[src/rtl/hdlc_pkg.sv]
// -----------------------------------------------------------------------------
// hdlc_pkg
// Shared definitions for the HDLC receive path.
//   rx_ctrl_state_t : state encoding of the Rx frame controller
//   BUF_DEPTH       : default Rx buffer capacity in bytes
//   MIN_FRAME       : default minimum legal frame length in bytes
// -----------------------------------------------------------------------------
package hdlc_pkg;

    typedef enum logic [1:0] {
        RX_IDLE    = 2'd0,
        RX_OPEN    = 2'd1,
        RX_RECEIVE = 2'd2,
        RX_DONE    = 2'd3
    } rx_ctrl_state_t;

    localparam int BUF_DEPTH = 128;
    localparam int MIN_FRAME = 4;

endpackage

[src/rtl/rx_frame_ctrl_if.sv]
// -----------------------------------------------------------------------------
// rx_frame_ctrl_if
// Bundle between the Rx datapath/host side and the Rx frame controller.
//   master : drives enable, datapath detect pulses, Rx_Data and host pulses;
//            observes the buffer write port and frame status.
//   slave  : the frame controller (rx_frame_ctrl).
// Signals:
//   RxEN, Rx_FlagDetect, Rx_AbortDetect, Rx_NewByte, Rx_Data[7:0],
//   Rx_ReadDone, Rx_Drop                               (master -> slave)
//   Rx_ValidFrame, Rx_WrBuff, Rx_WrAddr, Rx_WrData, Rx_AbortSignal,
//   Rx_Overflow, Rx_EoF, Rx_FrameError, Rx_FrameSize, Rx_Ready
//                                                      (slave -> master)
// -----------------------------------------------------------------------------
interface rx_frame_ctrl_if #(
    parameter int BUF_DEPTH = hdlc_pkg::BUF_DEPTH
);
    localparam int AW = $clog2(BUF_DEPTH);

    logic          RxEN;
    logic          Rx_FlagDetect;
    logic          Rx_AbortDetect;
    logic          Rx_NewByte;
    logic [7:0]    Rx_Data;
    logic          Rx_ReadDone;
    logic          Rx_Drop;

    logic          Rx_ValidFrame;
    logic          Rx_WrBuff;
    logic [AW-1:0] Rx_WrAddr;
    logic [7:0]    Rx_WrData;
    logic          Rx_AbortSignal;
    logic          Rx_Overflow;
    logic          Rx_EoF;
    logic          Rx_FrameError;
    logic [AW:0]   Rx_FrameSize;
    logic          Rx_Ready;

    modport master (
        output RxEN, Rx_FlagDetect, Rx_AbortDetect, Rx_NewByte, Rx_Data,
               Rx_ReadDone, Rx_Drop,
        input  Rx_ValidFrame, Rx_WrBuff, Rx_WrAddr, Rx_WrData, Rx_AbortSignal,
               Rx_Overflow, Rx_EoF, Rx_FrameError, Rx_FrameSize, Rx_Ready
    );

    modport slave (
        input  RxEN, Rx_FlagDetect, Rx_AbortDetect, Rx_NewByte, Rx_Data,
               Rx_ReadDone, Rx_Drop,
        output Rx_ValidFrame, Rx_WrBuff, Rx_WrAddr, Rx_WrData, Rx_AbortSignal,
               Rx_Overflow, Rx_EoF, Rx_FrameError, Rx_FrameSize, Rx_Ready
    );

endinterface

[src/rtl/rx_frame_ctrl.sv]
// -----------------------------------------------------------------------------
// rx_frame_ctrl
// HDLC receive frame controller. Tracks frame boundaries from the datapath
// detect pulses, writes destuffed bytes into the Rx buffer, and reports frame
// completion, abort, overflow and short-frame status to the host.
// Ports:
//   Clk  : system clock, all state changes on its rising edge
//   Rst  : asynchronous active-high reset
//   rxIf : rx_frame_ctrl_if.slave bundle (detect pulses, byte input, host
//          pulses in; buffer write port and frame status out)
// All outputs are registered.
// -----------------------------------------------------------------------------
module rx_frame_ctrl #(
    parameter int BUF_DEPTH = hdlc_pkg::BUF_DEPTH,
    parameter int MIN_FRAME = hdlc_pkg::MIN_FRAME
) (
    input  logic           Clk,
    input  logic           Rst,
    rx_frame_ctrl_if.slave rxIf
);
    import hdlc_pkg::*;

    localparam int          AW        = $clog2(BUF_DEPTH);
    localparam logic [AW:0] DEPTH_CNT = (AW+1)'(BUF_DEPTH);
    localparam logic [AW:0] MIN_CNT   = (AW+1)'(MIN_FRAME);

    rx_ctrl_state_t state, stateNext;
    logic [AW:0]    count;

    logic           validFrame;
    logic           wrBuff;
    logic [AW-1:0]  wrAddr;
    logic [7:0]     wrData;
    logic           abortSig;
    logic           overflow;
    logic           eof;
    logic           frameError;
    logic [AW:0]    frameSize;
    logic           ready;

    logic           doWrite;
    logic           doOverflow;
    logic           doAbort;
    logic           doEof;
    logic           doClear;

    // Next-state and action decode. Within a state, abort outranks a flag,
    // which outranks a new byte, so a byte arriving with the closing flag is
    // dropped. Losing RxEN returns to IDLE silently, except while a finished
    // frame waits for the host.
    always_comb begin
        stateNext  = state;
        doWrite    = 1'b0;
        doOverflow = 1'b0;
        doAbort    = 1'b0;
        doEof      = 1'b0;
        doClear    = 1'b0;
        if (state != RX_DONE && !rxIf.RxEN) begin
            stateNext = RX_IDLE;
            doClear   = 1'b1;
        end else begin
            case (state)
                RX_IDLE: begin
                    if (rxIf.Rx_FlagDetect) stateNext = RX_OPEN;
                end
                RX_OPEN: begin
                    if (rxIf.Rx_AbortDetect) begin
                        // Abort before any data is not reported to the host.
                        stateNext = RX_IDLE;
                        doClear   = 1'b1;
                    end else if (rxIf.Rx_FlagDetect) begin
                        stateNext = RX_OPEN;
                    end else if (rxIf.Rx_NewByte) begin
                        stateNext = RX_RECEIVE;
                        doWrite   = 1'b1;
                    end
                end
                RX_RECEIVE: begin
                    if (rxIf.Rx_AbortDetect) begin
                        stateNext = RX_IDLE;
                        doAbort   = 1'b1;
                        doClear   = 1'b1;
                    end else if (rxIf.Rx_FlagDetect) begin
                        stateNext = RX_DONE;
                        doEof     = 1'b1;
                    end else if (rxIf.Rx_NewByte) begin
                        // Count saturates at the buffer size; excess bytes
                        // only raise the sticky overflow.
                        if (count < DEPTH_CNT) doWrite    = 1'b1;
                        else                   doOverflow = 1'b1;
                    end
                end
                RX_DONE: begin
                    if (rxIf.Rx_ReadDone || rxIf.Rx_Drop) begin
                        stateNext = RX_IDLE;
                        doClear   = 1'b1;
                    end
                end
                default: begin
                    stateNext = RX_IDLE;
                    doClear   = 1'b1;
                end
            endcase
        end
    end

    // Registered state and outputs; status levels follow the next state so
    // they line up with the state register.
    always_ff @(posedge Clk or posedge Rst) begin
        if (Rst) begin
            state      <= RX_IDLE;
            count      <= '0;
            validFrame <= 1'b0;
            wrBuff     <= 1'b0;
            wrAddr     <= '0;
            wrData     <= '0;
            abortSig   <= 1'b0;
            overflow   <= 1'b0;
            eof        <= 1'b0;
            frameError <= 1'b0;
            frameSize  <= '0;
            ready      <= 1'b0;
        end else begin
            state      <= stateNext;
            validFrame <= (stateNext == RX_RECEIVE);
            ready      <= (stateNext == RX_DONE);
            wrBuff     <= doWrite;
            abortSig   <= doAbort;
            eof        <= doEof;
            if (doWrite) begin
                wrAddr <= count[AW-1:0];
                wrData <= rxIf.Rx_Data;
                count  <= count + 1'b1;
            end
            if (doOverflow) overflow <= 1'b1;
            if (doEof) begin
                frameSize  <= count;
                frameError <= (count < MIN_CNT);
            end
            if (doClear) begin
                count      <= '0;
                overflow   <= 1'b0;
                frameError <= 1'b0;
                frameSize  <= '0;
            end
        end
    end

    assign rxIf.Rx_ValidFrame  = validFrame;
    assign rxIf.Rx_WrBuff      = wrBuff;
    assign rxIf.Rx_WrAddr      = wrAddr;
    assign rxIf.Rx_WrData      = wrData;
    assign rxIf.Rx_AbortSignal = abortSig;
    assign rxIf.Rx_Overflow    = overflow;
    assign rxIf.Rx_EoF         = eof;
    assign rxIf.Rx_FrameError  = frameError;
    assign rxIf.Rx_FrameSize   = frameSize;
    assign rxIf.Rx_Ready       = ready;

endmodule

[src/flat_wrapper.sv]
// flat-port wrapper written by rule: the top's interface ports become plain ports
module rx_frame_ctrl_flat import hdlc_pkg::*;
#(
    parameter int BUF_DEPTH = hdlc_pkg::BUF_DEPTH,
    parameter int MIN_FRAME = hdlc_pkg::MIN_FRAME
)
  (Clk, Rst, rxIf_RxEN, rxIf_Rx_FlagDetect, rxIf_Rx_AbortDetect, rxIf_Rx_NewByte, rxIf_Rx_Data, rxIf_Rx_ReadDone, rxIf_Rx_Drop, rxIf_Rx_ValidFrame, rxIf_Rx_WrBuff, rxIf_Rx_WrAddr, rxIf_Rx_WrData, rxIf_Rx_AbortSignal, rxIf_Rx_Overflow, rxIf_Rx_EoF, rxIf_Rx_FrameError, rxIf_Rx_FrameSize, rxIf_Rx_Ready);
  rx_frame_ctrl_if #(.BUF_DEPTH(BUF_DEPTH)) rxIf_i ();
  input  logic Clk;
  input  logic Rst;
  input wire logic [$bits(rxIf_i.RxEN)-1:0] rxIf_RxEN;
  input wire logic [$bits(rxIf_i.Rx_FlagDetect)-1:0] rxIf_Rx_FlagDetect;
  input wire logic [$bits(rxIf_i.Rx_AbortDetect)-1:0] rxIf_Rx_AbortDetect;
  input wire logic [$bits(rxIf_i.Rx_NewByte)-1:0] rxIf_Rx_NewByte;
  input wire logic [$bits(rxIf_i.Rx_Data)-1:0] rxIf_Rx_Data;
  input wire logic [$bits(rxIf_i.Rx_ReadDone)-1:0] rxIf_Rx_ReadDone;
  input wire logic [$bits(rxIf_i.Rx_Drop)-1:0] rxIf_Rx_Drop;
  output wire logic [$bits(rxIf_i.Rx_ValidFrame)-1:0] rxIf_Rx_ValidFrame;
  output wire logic [$bits(rxIf_i.Rx_WrBuff)-1:0] rxIf_Rx_WrBuff;
  output wire logic [$bits(rxIf_i.Rx_WrAddr)-1:0] rxIf_Rx_WrAddr;
  output wire logic [$bits(rxIf_i.Rx_WrData)-1:0] rxIf_Rx_WrData;
  output wire logic [$bits(rxIf_i.Rx_AbortSignal)-1:0] rxIf_Rx_AbortSignal;
  output wire logic [$bits(rxIf_i.Rx_Overflow)-1:0] rxIf_Rx_Overflow;
  output wire logic [$bits(rxIf_i.Rx_EoF)-1:0] rxIf_Rx_EoF;
  output wire logic [$bits(rxIf_i.Rx_FrameError)-1:0] rxIf_Rx_FrameError;
  output wire logic [$bits(rxIf_i.Rx_FrameSize)-1:0] rxIf_Rx_FrameSize;
  output wire logic [$bits(rxIf_i.Rx_Ready)-1:0] rxIf_Rx_Ready;
  assign rxIf_i.RxEN = rxIf_RxEN;
  assign rxIf_i.Rx_FlagDetect = rxIf_Rx_FlagDetect;
  assign rxIf_i.Rx_AbortDetect = rxIf_Rx_AbortDetect;
  assign rxIf_i.Rx_NewByte = rxIf_Rx_NewByte;
  assign rxIf_i.Rx_Data = rxIf_Rx_Data;
  assign rxIf_i.Rx_ReadDone = rxIf_Rx_ReadDone;
  assign rxIf_i.Rx_Drop = rxIf_Rx_Drop;
  assign rxIf_Rx_ValidFrame = rxIf_i.Rx_ValidFrame;
  assign rxIf_Rx_WrBuff = rxIf_i.Rx_WrBuff;
  assign rxIf_Rx_WrAddr = rxIf_i.Rx_WrAddr;
  assign rxIf_Rx_WrData = rxIf_i.Rx_WrData;
  assign rxIf_Rx_AbortSignal = rxIf_i.Rx_AbortSignal;
  assign rxIf_Rx_Overflow = rxIf_i.Rx_Overflow;
  assign rxIf_Rx_EoF = rxIf_i.Rx_EoF;
  assign rxIf_Rx_FrameError = rxIf_i.Rx_FrameError;
  assign rxIf_Rx_FrameSize = rxIf_i.Rx_FrameSize;
  assign rxIf_Rx_Ready = rxIf_i.Rx_Ready;
  rx_frame_ctrl #(.BUF_DEPTH(BUF_DEPTH), .MIN_FRAME(MIN_FRAME)) u_core (.Clk(Clk), .Rst(Rst), .rxIf(rxIf_i));
endmodule
[config.mk]
export PLATFORM = sky130hd
export DESIGN_NAME = rx_frame_ctrl_flat
export DESIGN_NICKNAME = d
export VERILOG_FILES = /design/src/rtl/hdlc_pkg.sv /design/src/rtl/rx_frame_ctrl_if.sv /design/src/rtl/rx_frame_ctrl.sv /design/src/flat_wrapper.sv
export SDC_FILE = /design/constraint.sdc
export NUM_CORES = 1
export LEC_CHECK = 0
export CAP_MARGIN = 10
export CORE_MARGIN = 5
export CORE_UTILIZATION = 44
export CTS_CLUSTER_SIZE = 12
export DETAILED_ROUTE_END_ITERATION = 7
export PLACE_DENSITY = 0.75
export SETUP_SLACK_MARGIN = 0.1
export SLEW_MARGIN = 5
export SYNTH_ARGS = -nofsm -noshare
export SYNTH_HDL_FRONTEND = slang
export SYNTH_SLANG_ARGS = --single-unit
[constraint.sdc]
create_clock -name Clk -period 1.7 [get_ports Clk]
set_clock_uncertainty 0.1 [all_clocks]
set_input_delay 0.34 -clock Clk [delete_from_list [all_inputs] [get_ports Clk]]
set_output_delay 0.34 -clock Clk [all_outputs]
set_load 0.02 [all_outputs]
==> results.md <==
- Largest net degree at the start of global routing: 41
- Num CTS Buffers: 5
- Die area: 5550 µm²
- Main combinational cell family by area after synthesis: simple AND/OR/NAND/NOR gates
- Layout cells sized above 1: 27.4%
- Peak Freq: 580 MHz
- Remaining routing DRC violations: 0
- Net Sw Frac: 35.9%
- Die W: 74.5 µm
- Post-route ant nets: 0
- Register area: 1000 µm²
- Fill cell instance count of the final layout: 286
- Simple-gate area share of the yosys netlist: 23.4%
- Via count: 1543
- Port buffer count: 45
- Commonest non-fill, non-tap cell in the layout: dfrtp_1
- Xor and xnor area share after synthesis: 3.35%
- Non-filler cells, final: 302
- Num rows: 23
- M3 GR Usage: 3.92%
- Worst-Margin Slew: 0.318 ns
- Adder-cell share of the synthesized area: 4.10%
- Clk pwr share: 18.4%
- Worst-path fanout max: 5
- Diodes inserted: 0
- Power Total: 3.17 mW
- Final Setup Violations: 9
- Clock slew at reported path FFs: 0.07 ns
- Hold bufs inserted after CTS: 0
- Max_cap viols: 0
- Count of warnings emitted by yosys: 0
- Outcome: finished, violations left
- Syn Std Cell Area: 1830 µm²
- Cell-internal power: 2.03 mW
- Average cell area after synthesis: 9.96 µm²
- CTS sink cnt: 40
- 1st-pass router iterations: 4
- Yosys cell types: 32
- Boundary pin count: 46
- First-pass GRT wire length: 7.04 mm
- Compound-Gate Fraction of Synth Area: 5.53%
- Number of global-route vias before repair: 1549
- Setup CP Type: flop to flop
- Met1 Track Usage GR: 20.9%
- Period utilization: 101%
- Commonest cells after routing, fill and taps aside: dfrtp_1 (39), nand2_1 (35), dlygate4sd2_1 (30)
- Setup TNS: -0.103 ns
- Drt total wl: 4.53 mm
- Detailed Route Iter0 Violations: 100
- Switch Pwr: 1.14 mW
- All-Layer GR Usage: 16.4%
- Initial core utilization: 45.5%
- Remaining Overflow, GRT: 0
- Crit path time final: 1.72 ns
- Worst slew margin: 78.8%
- Die height: 74.5 µm
- Leakage power: 1.46 nW
- Mux contribution to synthesized area: 4.92%
- Final worst slack: -0.0227 ns
- GRT Max-Usage Layer: met2
- Syn Nets: 206
- HP Class: input pin to asynchronous set/reset pin
- Final Hold Fails: 0
- Flop pwr share: 38.8%
- Final hold slack: 0.318 ns
- CTS root buf: clkbuf_8
- Initial antenna violation count: 0
- TritonCTS clock tree: yes
- Failing checks: negative setup slack
- Number of synthesized register bits: 40
- Wire per inst: 15.0 µm
- Layout Nets: 274
- Layout Utilization: 69.2%
- Clk buf depth: 2
- Pwr/cell area: 1140 nW/µm²
- RSZ-0062 raised after global routing: yes
- DP Wirelength: 2.80 mm
- Dpl cells: 290
- Maximum VDD drop: 0.894 mV
- H-tree depth: 2
- Multi-input gate area: 925 µm²
- Worst Path Required: 1.77 ns
- Final slew viol count: 0
- Via/cell ratio: 5.11
- Comb pwr share: 42.8%
- Area delta synth->final: 52.3%
- CP endpoint kind: flop
- Grt met2 use: 26.0%
- GPL Wtd Cong: 0.938
- Cell count after synthesis: 184
- CP Launch Type: flop
- CP Data Arrival Time: 1.79 ns
- Area of the core: 4030 µm²
- Worst-Skew Late Latency: 0.29 ns
- Sequential fraction of the synthesis area: 54.6%
==> worst paths after layout <==
kind	slack (ns)	depth (start not counted)	startpoint	to
min reg2reg	0.38	2	u_core.rxIf.Rx_WrData[1]	u_core.rxIf.Rx_WrData[1]
max	-0.02	7	u_core.state[0]	u_core.rxIf.Rx_ValidFrame
min	0.32	3	Rst	u_core.rxIf.Rx_WrData[3]
min in group Clk	0.38	2	u_core.rxIf.Rx_WrData[1]	u_core.rxIf.Rx_WrData[1]
max in group asynchronous	0.97	3	Rst	u_core.state[1]
max reg2reg	-0.02	7	u_core.state[0]	u_core.rxIf.Rx_ValidFrame
==> worst max-delay path: stages, from the launching register on <==
cell,delay (ns)
dfrtp_1,0.42
buf_4,0.16
ha_4,0.18
nor2b_1,0.13
o21bai_1,0.16
a21oi_1,0.11
o211ai_1,0.27
nor2b_1,0.08
==> metal layers <==
metal  routed length, µm  up-vias
met2                2300       45
met5                   0        -
met3                 249       13
met4                  91        0
met1                1890      759
li1                    -      726
==> power groups by stage <==
stage                     clock network [mW]  logic [mW]  registers [mW]
final                                  0.583        1.36            1.23
after floorplan                            0       0.479            1.35
after detailed placement                   0        1.13            1.20
after global routing                   0.628        1.47            1.25
after global placement                     0        1.14            1.20
after CTS                              0.599        1.23            1.20
==> synthesized netlist by cell type <==
library cell   n  area, µm²
nor3b_4        1       18.8
buf_6          1       11.3
mux2i_1        9       90.1
or4_1          1       7.51
xor2_1         3       26.3
buf_2          3       15.0
nor3_1         1       5.00
o21a_1         1       7.51
a21o_1         1       7.51
inv_1          5       18.8
o2111ai_2      1       15.0
clkbuf_1       2       7.51
a21oi_1        6       30.0
xnor2_1        4       35.0
o21ai_0        3       15.0
nand3_1        1       5.00
or2_1          1       6.26
ha_1           6       75.1
buf_4          3       22.5
nand2_1       50        188
nand4_1        3       18.8
o211ai_1       1       7.51
and2b_1        1       7.51
o21bai_1       1       7.51
nor3_4         2       32.5
nor2b_1        5       31.3
dfrtp_1       40       1000
nor2_1        22       82.6
and3_1         3       18.8
a31oi_1        1       6.26
nand2b_1       1       6.26
o21ai_1        1       5.00
==> timing repair <==
action                     4_1_cts  5_1_grt
setup endpoints to repair       67       38
pin swaps                       14       21
gates resized for setup         60       21
setup buffers                    2        2
cloned                           1        2
==> kinds of logic after synthesis <==
family,after synthesis
xor+xnor,7
simple gates,92
mux,9
compound gates,16
flops,40
buf+inv,14
fa+ha+maj,6
==> registers in the layout, summed over array words and instances, names as in the netlist <==
register	count
u_core.count	8
u_core.rxIf.Rx_Ready	1
u_core.rxIf.Rx_WrBuff	1
u_core.rxIf.Rx_ValidFrame	1
u_core.rxIf.Rx_AbortSignal	1
u_core.rxIf.Rx_FrameSize	8
u_core.state	2
u_core.rxIf.Rx_Overflow	1
u_core.rxIf.Rx_EoF	1
u_core.rxIf.Rx_WrAddr	7
u_core.rxIf.Rx_FrameError	1
u_core.rxIf.Rx_WrData	8
==> through the flow <==
| stage | instance area, µm² | setup WS, ns |
|---|---|---|
| after floorplan | 1880 | 0.0111 |
| after global placement | 2500 | -0.280 |
| after detailed placement | 2500 | -0.302 |
| after CTS | 2680 | -0.0185 |
| after global routing | 2790 | -0.128 |
| final | 2790 | -0.0227 |
==> layout make-up <==
cell class	count	share of cell area, %
inverter	5	0.763
clock inverter	1	0.179
multi-input combinational	130	33.2
tap	50	2.24
timing repair buffer	70	25.1
sequential	40	35.9
clock buffer	6	2.60
(Power assumes the default switching activity.)
